### config.mk
export PLATFORM = sky130hd
export DESIGN_NAME = spram_arbiter_flat
export DESIGN_NICKNAME = d
export VERILOG_FILES = /design/src/rtl/spram_arbiter_pkg.sv /design/src/rtl/spram_arbiter_if.sv /design/src/rtl/spram_arbiter_rr_arb2.sv /design/src/rtl/spram_arbiter.sv /design/src/flat_wrapper.sv
export SDC_FILE = /design/constraint.sdc
export NUM_CORES = 1
export LEC_CHECK = 0
export ABC_AREA = 1
export ABC_CLOCK_PERIOD_IN_PS = 2700
export CAP_MARGIN = 20
export CORE_MARGIN = 2
export CORE_UTILIZATION = 42
export DETAILED_ROUTE_END_ITERATION = 8
export GPL_TIMING_DRIVEN = 0
export PLACE_DENSITY = 0.88
export REMOVE_ABC_BUFFERS = 1
export SLEW_MARGIN = 0
export SYNTH_ARGS = -nofsm -noshare
export SYNTH_HDL_FRONTEND = slang
export SYNTH_HIERARCHICAL = 1
export SYNTH_SLANG_ARGS = --single-unit
### constraint.sdc
create_clock -name clk -period 2.7 [get_ports clk]
set_input_delay 0.54 -clock clk [delete_from_list [all_inputs] [get_ports clk]]
set_output_delay 0.54 -clock clk [all_outputs]
set_load 0.005 [all_outputs]
### src/rtl/spram_arbiter_pkg.sv
`default_nettype none
// ============================================================================
//  Package     : spram_arb_pkg
//  Description : Shared grant encoding and default widths for the SPRAM
//                arbiter slice.
//  Revision    : 1.0 - initial release
// ============================================================================
package spram_arb_pkg;

  // 2-bit grant encoding shared by the picker and the top-level mux
  localparam logic [1:0] GNT_NONE = 2'd0;
  localparam logic [1:0] GNT_IM   = 2'd1;
  localparam logic [1:0] GNT_DM   = 2'd2;

  localparam int DEF_ADDR_W = 14;
  localparam int DEF_DATA_W = 32;

endpackage : spram_arb_pkg
`default_nettype wire

### src/rtl/spram_arbiter_if.sv
`default_nettype none
// ============================================================================
//  Interface   : spram_arbiter_if
//  Description : Fetch port, data port and SPRAM-side signals of the arbiter.
//                slave = arbiter view, master = core/RAM environment view.
//  Revision    : 1.0 - initial release
// ============================================================================
interface spram_arbiter_if
  import spram_arb_pkg::*;
#(
  parameter int ADDR_W = DEF_ADDR_W,
  parameter int DATA_W = DEF_DATA_W
);
  // instruction-fetch port
  logic                  im_ren;
  logic [ADDR_W-1:0]     im_addr;
  logic [DATA_W-1:0]     im_rdata;
  logic                  im_miss;
  // data port
  logic                  dm_ren;
  logic [DATA_W/8-1:0]   dm_ben;
  logic [ADDR_W-1:0]     dm_addr;
  logic [DATA_W-1:0]     dm_wdata;
  logic [DATA_W-1:0]     dm_rdata;
  logic                  dm_miss;
  // SPRAM side
  logic [ADDR_W-1:0]     mem_addr;
  logic [DATA_W-1:0]     mem_wdata;
  logic [DATA_W/8-1:0]   mem_ben;
  logic                  mem_wen;
  logic [DATA_W-1:0]     mem_rdata;

  modport slave (
    input  im_ren, im_addr, dm_ren, dm_ben, dm_addr, dm_wdata, mem_rdata,
    output im_rdata, im_miss, dm_rdata, dm_miss,
           mem_addr, mem_wdata, mem_ben, mem_wen
  );

  modport master (
    output im_ren, im_addr, dm_ren, dm_ben, dm_addr, dm_wdata, mem_rdata,
    input  im_rdata, im_miss, dm_rdata, dm_miss,
           mem_addr, mem_wdata, mem_ben, mem_wen
  );

endinterface : spram_arbiter_if
`default_nettype wire

### src/rtl/spram_arbiter_rr_arb2.sv
`default_nettype none
// ============================================================================
//  Module      : rr_arb2
//  Description : Two-way picker between fetch (IM) and data (DM). On a
//                conflict DM wins when DM_PRIORITY is set, otherwise the
//                requester that was not granted last wins.
//  Revision    : 1.0 - initial release
// ============================================================================
module rr_arb2
  import spram_arb_pkg::*;
#(
  parameter int DM_PRIORITY = 0
) (
  input  wire logic       clk,
  input  wire logic       reset,    // asynchronous, active-low
  input  wire logic       elig_im,
  input  wire logic       elig_dm,
  output logic [1:0]      gnt
);

  logic [1:0] r_last_gnt;
  logic       w_conflict_dm;

  // conflict resolution fixed at elaboration: fixed DM priority or alternation
  if (DM_PRIORITY != 0) begin : g_dm_fixed
    assign w_conflict_dm = 1'b1;
  end else begin : g_round_robin
    assign w_conflict_dm = (r_last_gnt != GNT_DM);
  end

  // at most one grant per cycle
  always_comb begin
    gnt = GNT_NONE;
    if (elig_im && elig_dm) begin
      gnt = w_conflict_dm ? GNT_DM : GNT_IM;
    end else if (elig_im) begin
      gnt = GNT_IM;
    end else if (elig_dm) begin
      gnt = GNT_DM;
    end
  end

  // remember the most recent winner; reset to IM so the first conflict goes to DM
  always_ff @(posedge clk or negedge reset) begin
    if (!reset) begin
      r_last_gnt <= GNT_IM;
    end else if (gnt != GNT_NONE) begin
      r_last_gnt <= gnt;
    end
  end

endmodule : rr_arb2
`default_nettype wire

### src/rtl/spram_arbiter.sv
`default_nettype none
// ============================================================================
//  Module      : spram_arbiter
//  Description : Shares one single-port SPRAM between the instruction-fetch
//                and data ports. Access granted in cycle C: address issued in
//                C, read data captured at the end of C+1, ack (miss=0) in C+2.
//  Revision    : 1.0 - initial release
// ============================================================================
module spram_arbiter
  import spram_arb_pkg::*;
#(
  parameter int ADDR_W      = DEF_ADDR_W,
  parameter int DATA_W      = DEF_DATA_W,
  parameter int DM_PRIORITY = 0
) (
  input  wire logic        clk,
  input  wire logic        reset,   // asynchronous, active-low
  spram_arbiter_if.slave   bus
);

  localparam int BEN_W = DATA_W / 8;

  logic              w_imreq, w_dmreq, w_dm_wr;
  logic              w_elig_im, w_elig_dm;
  logic [1:0]        w_gnt;
  logic              r_run;
  logic              r_pend_im, r_pend_dm, r_pend_dm_wr;
  logic              r_ack_im, r_ack_dm;
  logic [ADDR_W-1:0] r_addr_hold;
  logic [DATA_W-1:0] r_wdata_hold;
  logic [DATA_W-1:0] r_im_rdata, r_dm_rdata;

  assign w_imreq = bus.im_ren;
  assign w_dm_wr = |bus.dm_ben;
  assign w_dmreq = bus.dm_ren | w_dm_wr;

  // a requester with an access in flight or being acked is never re-granted;
  // r_run keeps grants off until the first edge after reset release
  assign w_elig_im = r_run & w_imreq & ~r_pend_im & ~r_ack_im;
  assign w_elig_dm = r_run & w_dmreq & ~r_pend_dm & ~r_ack_dm;

  rr_arb2 #(
    .DM_PRIORITY (DM_PRIORITY)
  ) u_rr_arb2 (
    .clk     (clk),
    .reset   (reset),
    .elig_im (w_elig_im),
    .elig_dm (w_elig_dm),
    .gnt     (w_gnt)
  );

  // drive the SPRAM from the winner; address/data hold when nothing is granted
  always_comb begin
    bus.mem_addr  = r_addr_hold;
    bus.mem_wdata = r_wdata_hold;
    bus.mem_ben   = '0;
    bus.mem_wen   = 1'b0;
    if (w_gnt == GNT_IM) begin
      bus.mem_addr = bus.im_addr;
    end else if (w_gnt == GNT_DM) begin
      bus.mem_addr  = bus.dm_addr;
      bus.mem_wdata = bus.dm_wdata;
      bus.mem_ben   = bus.dm_ben;
      bus.mem_wen   = w_dm_wr;
    end
  end

  // grant bookkeeping: pend for the cycle after grant, ack the cycle after that
  always_ff @(posedge clk or negedge reset) begin
    if (!reset) begin
      r_run        <= 1'b0;
      r_pend_im    <= 1'b0;
      r_pend_dm    <= 1'b0;
      r_pend_dm_wr <= 1'b0;
      r_ack_im     <= 1'b0;
      r_ack_dm     <= 1'b0;
      r_addr_hold  <= '0;
      r_wdata_hold <= '0;
    end else begin
      r_run        <= 1'b1;
      r_pend_im    <= (w_gnt == GNT_IM);
      r_pend_dm    <= (w_gnt == GNT_DM);
      r_pend_dm_wr <= (w_gnt == GNT_DM) && w_dm_wr;
      r_ack_im     <= r_pend_im;
      r_ack_dm     <= r_pend_dm;
      r_addr_hold  <= bus.mem_addr;
      r_wdata_hold <= bus.mem_wdata;
    end
  end

  // capture SPRAM read data one cycle after issue; writes leave dm_rdata alone
  always_ff @(posedge clk or negedge reset) begin
    if (!reset) begin
      r_im_rdata <= '0;
      r_dm_rdata <= '0;
    end else begin
      if (r_pend_im) begin
        r_im_rdata <= bus.mem_rdata;
      end
      if (r_pend_dm && !r_pend_dm_wr) begin
        r_dm_rdata <= bus.mem_rdata;
      end
    end
  end

  assign bus.im_rdata = r_im_rdata;
  assign bus.dm_rdata = r_dm_rdata;
  assign bus.im_miss  = w_imreq & ~r_ack_im;
  assign bus.dm_miss  = w_dmreq & ~r_ack_dm;

endmodule : spram_arbiter
`default_nettype wire

### src/flat_wrapper.sv
// flat-port wrapper written by rule: the top's interface ports become plain ports
module spram_arbiter_flat import spram_arb_pkg::*;
#(
  parameter int ADDR_W      = DEF_ADDR_W,
  parameter int DATA_W      = DEF_DATA_W,
  parameter int DM_PRIORITY = 0
)
  (clk, reset, bus_im_ren, bus_im_addr, bus_dm_ren, bus_dm_ben, bus_dm_addr, bus_dm_wdata, bus_mem_rdata, bus_im_rdata, bus_im_miss, bus_dm_rdata, bus_dm_miss, bus_mem_addr, bus_mem_wdata, bus_mem_ben, bus_mem_wen);
  spram_arbiter_if #(.ADDR_W(ADDR_W), .DATA_W(DATA_W)) bus_i ();
  input  wire logic clk;
  input  wire logic reset;
  input wire logic [$bits(bus_i.im_ren)-1:0] bus_im_ren;
  input wire logic [$bits(bus_i.im_addr)-1:0] bus_im_addr;
  input wire logic [$bits(bus_i.dm_ren)-1:0] bus_dm_ren;
  input wire logic [$bits(bus_i.dm_ben)-1:0] bus_dm_ben;
  input wire logic [$bits(bus_i.dm_addr)-1:0] bus_dm_addr;
  input wire logic [$bits(bus_i.dm_wdata)-1:0] bus_dm_wdata;
  input wire logic [$bits(bus_i.mem_rdata)-1:0] bus_mem_rdata;
  output wire logic [$bits(bus_i.im_rdata)-1:0] bus_im_rdata;
  output wire logic [$bits(bus_i.im_miss)-1:0] bus_im_miss;
  output wire logic [$bits(bus_i.dm_rdata)-1:0] bus_dm_rdata;
  output wire logic [$bits(bus_i.dm_miss)-1:0] bus_dm_miss;
  output wire logic [$bits(bus_i.mem_addr)-1:0] bus_mem_addr;
  output wire logic [$bits(bus_i.mem_wdata)-1:0] bus_mem_wdata;
  output wire logic [$bits(bus_i.mem_ben)-1:0] bus_mem_ben;
  output wire logic [$bits(bus_i.mem_wen)-1:0] bus_mem_wen;
  assign bus_i.im_ren = bus_im_ren;
  assign bus_i.im_addr = bus_im_addr;
  assign bus_i.dm_ren = bus_dm_ren;
  assign bus_i.dm_ben = bus_dm_ben;
  assign bus_i.dm_addr = bus_dm_addr;
  assign bus_i.dm_wdata = bus_dm_wdata;
  assign bus_i.mem_rdata = bus_mem_rdata;
  assign bus_im_rdata = bus_i.im_rdata;
  assign bus_im_miss = bus_i.im_miss;
  assign bus_dm_rdata = bus_i.dm_rdata;
  assign bus_dm_miss = bus_i.dm_miss;
  assign bus_mem_addr = bus_i.mem_addr;
  assign bus_mem_wdata = bus_i.mem_wdata;
  assign bus_mem_ben = bus_i.mem_ben;
  assign bus_mem_wen = bus_i.mem_wen;
  spram_arbiter #(.ADDR_W(ADDR_W), .DATA_W(DATA_W), .DM_PRIORITY(DM_PRIORITY)) u_core (.clk(clk), .reset(reset), .bus(bus_i));
endmodule
Word level (Yosys, flattened, before mapping)
Index checks and enable logic that the tools add are counted.
{"block": "totals", "reg_bits": 118, "word_cells": 45}
{"block": "classes", "eq_ne": 3, "n_mux": 12, "n_bitwise": 13, "n_reduce_logical": 6}
{"cell": "2-to-1 mux 32 bit", "count": 2}
{"cell": "2-to-1 mux 14 bit", "count": 2}
{"cell": "AND 1 bit", "count": 8}
{"cell": "2-to-1 mux 2 bit", "count": 4}
{"cell": "2-to-1 mux 4 bit", "count": 2}
{"cell": "NOT 1 bit", "count": 4}
{"cell": "OR reduction 4 bit", "count": 1}
{"cell": "logical AND 1 bit", "count": 3}
{"cell": "== test 2 x 1 -> 1 bit (second input constant)", "count": 1}
{"cell": "== test 2 bit (second input constant)", "count": 1}
{"cell": "2-to-1 mux 1 bit", "count": 2}
{"cell": "inequality test 2 bit (second input constant)", "count": 1}
{"cell": "nonzero test 2 bit", "count": 1}
{"cell": "logical NOT 1 bit", "count": 1}
{"cell": "bitwise OR 1 bit", "count": 1}

Longest topological paths before layout
{"block": "logic_depth", "ltp_word": 11, "ltp_mapped": 13, "mapped_depth_nobuf": 12}

Modules after synthesis
Netlist, hierarchy kept.
{"mod": "spram_arbiter", "instances": 1, "cells_per_inst": 513, "area_each_um2": 4712.0, "seq_area_each_um2": 2902.8}
{"mod": "rr_arb2", "instances": 1, "cells_per_inst": 15, "area_each_um2": 110.1, "seq_area_each_um2": 51.3}

Least setup slack after synthesis
OpenSTA, ideal clock, no wires.
{"block": "synth_path", "path_kind": "register to output", "startpoint": "register u_core.r_pend_im", "endpoint": "output port bus_mem_addr[10]", "arrival_time_ps": 1883, "required_time_ps": 2160, "slack_ps": 277, "stages_incl_launch_ff": 11, "path_buffers": 3, "path_cell_list": "dfrtp_1 -> buf_2 -> nor4_1 -> nand3_2 -> and2_1 -> buf_6 -> nor2_8 -> inv_2 -> buf_6 -> nand3_2 -> nand2_1"}
{"block": "synth_via", "elab_chain_cells": 8, "word_cells_on_any_way": 10, "cone_classes": "eq/ne: 2; mux: 4; bitwise: 3; reduce/logical: 1"}
{"element": "from (decl)", "line_no": "spram_arbiter.sv:27", "source": "logic r_pend_im, r_pend_dm, r_pend_dm_wr;"}
{"element": "from (signal assigned)", "line_no": "spram_arbiter.sv:81", "source": "r_pend_im <= (w_gnt == GNT_IM);"}
{"element": "NOT 1 bit *", "line_no": "spram_arbiter.sv:39", "source": "assign w_elig_im = r_run & w_imreq & ~r_pend_im & ~r_ack_im;"}
{"element": "AND 1 bit * (2 in a row)", "line_no": "spram_arbiter.sv:39"}
{"element": "named net u_core.w_elig_im", "line_no": "spram_arbiter.sv:24", "source": "logic w_elig_im, w_elig_dm;"}
{"element": "2-to-1 mux 2 bit / logical AND 1 bit (equally long branches)", "line_no": "spram_arbiter_rr_arb2.sv:36, spram_arbiter_rr_arb2.sv:34"}
{"element": "2-to-1 mux 2 bit *", "line_no": "spram_arbiter_rr_arb2.sv:34", "source": "if (elig_im && elig_dm) begin"}
{"element": "named net u_core.w_gnt[1]", "line_no": "spram_arbiter.sv:25", "source": "logic [1:0] w_gnt;"}
{"element": "== test 2 bit", "line_no": "spram_arbiter.sv:60", "source": "end else if (w_gnt == GNT_DM) begin"}
{"element": "2-to-1 mux 14 bit", "line_no": "spram_arbiter.sv:60"}
{"element": "2-to-1 mux 14 bit *", "line_no": "spram_arbiter.sv:58", "source": "if (w_gnt == GNT_IM) begin"}
{"element": "to (decl)", "line_no": "flat_wrapper.sv:23", "source": "output wire logic [$bits(bus_i.mem_addr)-1:0] bus_mem_addr;"}
Mark *: on every way through the listed nets, which the timed path passes. The rest lies on a longest branch.

Final worst setup path
{"block": "layout_path", "startpoint": "register u_core.r_pend_im", "endpoint": "output port bus_mem_wdata[23]"}
{"block": "layout_via", "elab_chain_cells": 8, "word_cells_on_any_way": 10, "cone_classes": "eq/ne: 2; mux: 4; bitwise: 3; reduce/logical: 1"}
{"element": "NOT 1 bit *", "line_no": "spram_arbiter.sv:39"}
{"element": "AND 1 bit * (2 in a row)", "line_no": "spram_arbiter.sv:39"}
{"element": "named net u_core.w_elig_im", "line_no": "spram_arbiter.sv:24"}
{"element": "2-to-1 mux 2 bit / logical AND 1 bit (equally long branches)", "line_no": "spram_arbiter_rr_arb2.sv:36, spram_arbiter_rr_arb2.sv:34"}
{"element": "2-to-1 mux 2 bit *", "line_no": "spram_arbiter_rr_arb2.sv:34"}
{"element": "named net u_core.w_gnt[0]", "line_no": "spram_arbiter.sv:25"}
{"element": "== test 2 bit", "line_no": "spram_arbiter.sv:60"}
{"element": "2-to-1 mux 32 bit", "line_no": "spram_arbiter.sv:60"}
{"element": "2-to-1 mux 32 bit *", "line_no": "spram_arbiter.sv:58"}
{"element": "to (decl)", "line_no": "flat_wrapper.sv:24", "source": "output wire logic [$bits(bus_i.mem_wdata)-1:0] bus_mem_wdata;"}
Marks and branches as above.

==> metrics.txt <==
IO Pins=roughly 220; setup_tns=-9310 ps; yosys warns=6; Total GRT Usage=between 20% and 30%; Peak Freq=between 300 and 400 MHz; gr busiest metal=met2; fraction of layout cells with a size suffix above 1=40.8%; post-DP HPWL=8930 um; wire length per cell=around 21 um; Setup Viol. Count Final=52; R2R Path End=u_core/r_wdata_hold[22]$_DFF_PN0_; final hold vios=0; Crit path largest cell delay=approximately 480 ps; CP Data Arrival Time=~2400 ps; Starting Density=42.6%; type of origin of the critical path=flip-flop; TritonCTS Buffers=17; synthesized area=around 4800 um^2; Internal=7730 uW; Core Region=11300 um^2; post-route minimum period=between 2000 and 3000 ps; sequential-to-total area share from yosys stat=61.3%; PwrDens=about 1200 nW/um^2; Layout fillers=roughly 500; Max clock buf depth=2; synthesized flop and latch total=118; global-route wire length before repair=29100 um; vias per cell=5.28; Worst Clk Skew=~12 ps; drc violations=0; post-synthesis cell count=~530; met3 Usage GRT=approximately 7.7%; routability cong.=0.846; Nets=~1000; met1 Usage GRT=about a third; # H-tree levels=4; initial antenna violation count=0; hold_ws=approximately 220 ps; n_diodes=0; Max Cap Viol=0; number of global-route vias before repair=5688; worst vdd ir=approximately 0.81 mV; final setup margin=-254 ps; violated checks=setup timing; Pre-Repair DR Iteration Count=6; IO buf count=between 200 and 250; CP Max Fanout=7; register share of total power=roughly a quarter; power after layout=approximately 12000 uW; Root Driver=clkbuf_16; routed via count=around 5600; Area contributors post-synth=dfrtp_1, nand2_1, inv_1; worst reg2reg setup slack=-240 ps; slowest CP cell=dfrtp_4; largest net degree at the start of global routing=65; critical path class=flip-flop to primary output; Logic pwr share=56.0%; post-route ant nets=0; RR Startpoint=u_core/r_pend_dm$_DFF_PN0_; Required @ worst endpoint=~2200 ps; Die ar.=around 12000 um^2; Die Span Y=between 100 and 150 um; Slew HR=27.8%; Clk pwr share=between 10% and 20%; P&R area growth vs syn=100%; Clock Pin Slew Worst Setup and Hold Paths=about 50 ps; Worst Hold Class=input port to async pin; Clock Latency Late Sink=approximately 400 ps; post-placement cell count=between 800 and 900; DRT Wirelength=~22000 um; Hold Buf Count CTS=0; R2R depth=21; Row Count=39; Net Sw Frac=a little over a third; worst-margin pin slew=roughly 1100 ps; Post-Layout Cell Count=around 1100; Sw Pwr=around 4300 uW; initial DRC count=roughly 490; status=finished with violations; total grt overflow=0; CP startpoint=u_core/r_pend_im$_DFF_PN0_; RSZ-0062 raised after global routing=yes; CP Capture Type=primary output; Synth top area share=60.7%; P_leak=about 0.0048 uW; Sink Count=118; Die X=111 um; fin. max-slew vios=0; library cells used by synthesis=23; CTS tree=built; cell taking the most area after synthesis=dfrtp_1; syn avg cell area=just over 9 um^2; met2 Track Usage GR=a little over half; Final period util=109%; cells along the critical path=nor4_4 > buf_4 > nand2_4 > nand2_8 > inv_8 > buf_12 > buf_6 > buf_8 > nand2_8 > nand2_2 > nand2_2 > buf_2
[through the flow]
step	cell area, um^2	worst slack (ps)	util, %
2_1_floorplan	4650	-806	-
3_3_place_gp	6990	-3200	61.7
3_5_place_dp	7040	-1640	62.2
4_1_cts	8960	-122	79.1
5_1_grt	9650	-338	85.3
6_report	9650	-254	85.3
[routing by layer]
metal / vias up / part of all wire [%]
met1: 2674 / 33
met4: 0 / 7.5
met2: 369 / 52
li1: 2377 / -
met3: 138 / 7.1
met5: - / 0
[logic make-up after synthesis]
kind of cell	count (synthesis)	synth area share, %
buffers and inverters	89	8.67
AOI/OAI and AO/OA	66	6.85
other	1	0.0778
DFF	118	61.3
and+or+nand+nor	254	23.1
[Yosys cell counts (all sizes together)]
library cell,number
dfstp,1
nand3b,14
nand3,17
o21ai,32
and2,1
inv,63
buf,22
or2,1
conb,1
nand2,179
a21oi,34
nor4,1
clkbuf,4
nor2,41
dfrtp,117
[final cells by class]
cell class              count  area, um^2  area share (%)
clock buffers              25         505            5.24
clock inverters             4        45.0           0.467
inverters                  63         273            2.83
multi-input cells         327        2130            22.1
flip-flops and latches    118        2960            30.6
well taps                 143         179            1.85
repair buffers            368        3520            36.5
repair inverters            4        42.5           0.441
[registers in the layout (all words and copies together), names as in the netlist]
name and cells:
u_core/r_pend_dm 1, u_core/u_rr_arb2/r_last_gnt 2, u_core/r_ack_im 1, u_core/r_run 1
u_core/r_pend_im 1, u_core/r_wdata_hold 32, u_core/r_ack_dm 1, u_core/bus.im_rdata 32
u_core/r_addr_hold 14, u_core/r_pend_dm_wr 1, u_core/bus.dm_rdata 32
[critical path: cells and delay by family (launching register included)]
family,cells,cell delay (ps)
buffers and inverters,6,750
and+or+nand+nor,6,780
DFF,1,480
[timing repair]
item	in CTS	in global routing
pin swaps	64	40
gates cloned	10	0
setup buffers	138	26
setup endpoints to repair	99	59
resized for setup	314	153
[worst max path at each step]
stage / to / cells past startpoint
after floorplan: bus_mem_wdata[0] / 7
after global placement: u_core/r_wdata_hold[31]$_DFF_PN0_ / 1
after detailed placement: bus_mem_wdata[11] / 11
after CTS: bus_mem_addr[0] / 13
after global routing: bus_mem_wdata[0] / 12
final: bus_mem_wdata[23] / 12
[placed cells by master (no fill, tap or decap), types with 3 or more instances in the layout]
cell type / Yosys / final
clkdlybuf4s50_1: 0 / 158
inv_2: 1 / 4
nand3b_1: 14 / 14
clkbuf_16: 0 / 17
nand3_2: 11 / 13
inv_1: 60 / 57
clkbuf_2: 0 / 3
buf_2: 12 / 23
buf_4: 3 / 104
nor2_1: 40 / 34
nand2_8: 0 / 7
nand2_1: 177 / 82
nand2_2: 1 / 52
o21ai_0: 32 / 32
inv_8: 0 / 3
buf_8: 0 / 4
nand2_4: 1 / 44
buf_12: 0 / 11
nand3_4: 0 / 3
clkinv_2: 0 / 3
dlygate4sd2_1: 0 / 6
buf_6: 7 / 57
a21oi_1: 34 / 34
clkbuf_1: 4 / 3
clkbuf_8: 0 / 5
nor2_2: 0 / 4
dfrtp_1: 117 / 116
[power by group through the flow]
stage / clock [uW] / sequential [uW] / combinational (uW)
after global routing: 2240 / 3230 / 7040
final: 2130 / 3160 / 6720
after global placement: 0 / 3020 / 3510
after detailed placement: 0 / 3030 / 3680
after CTS: 2110 / 2990 / 5270
after floorplan: 0 / 3020 / 1300
Note: power is estimated with default switching activity, not from simulation.
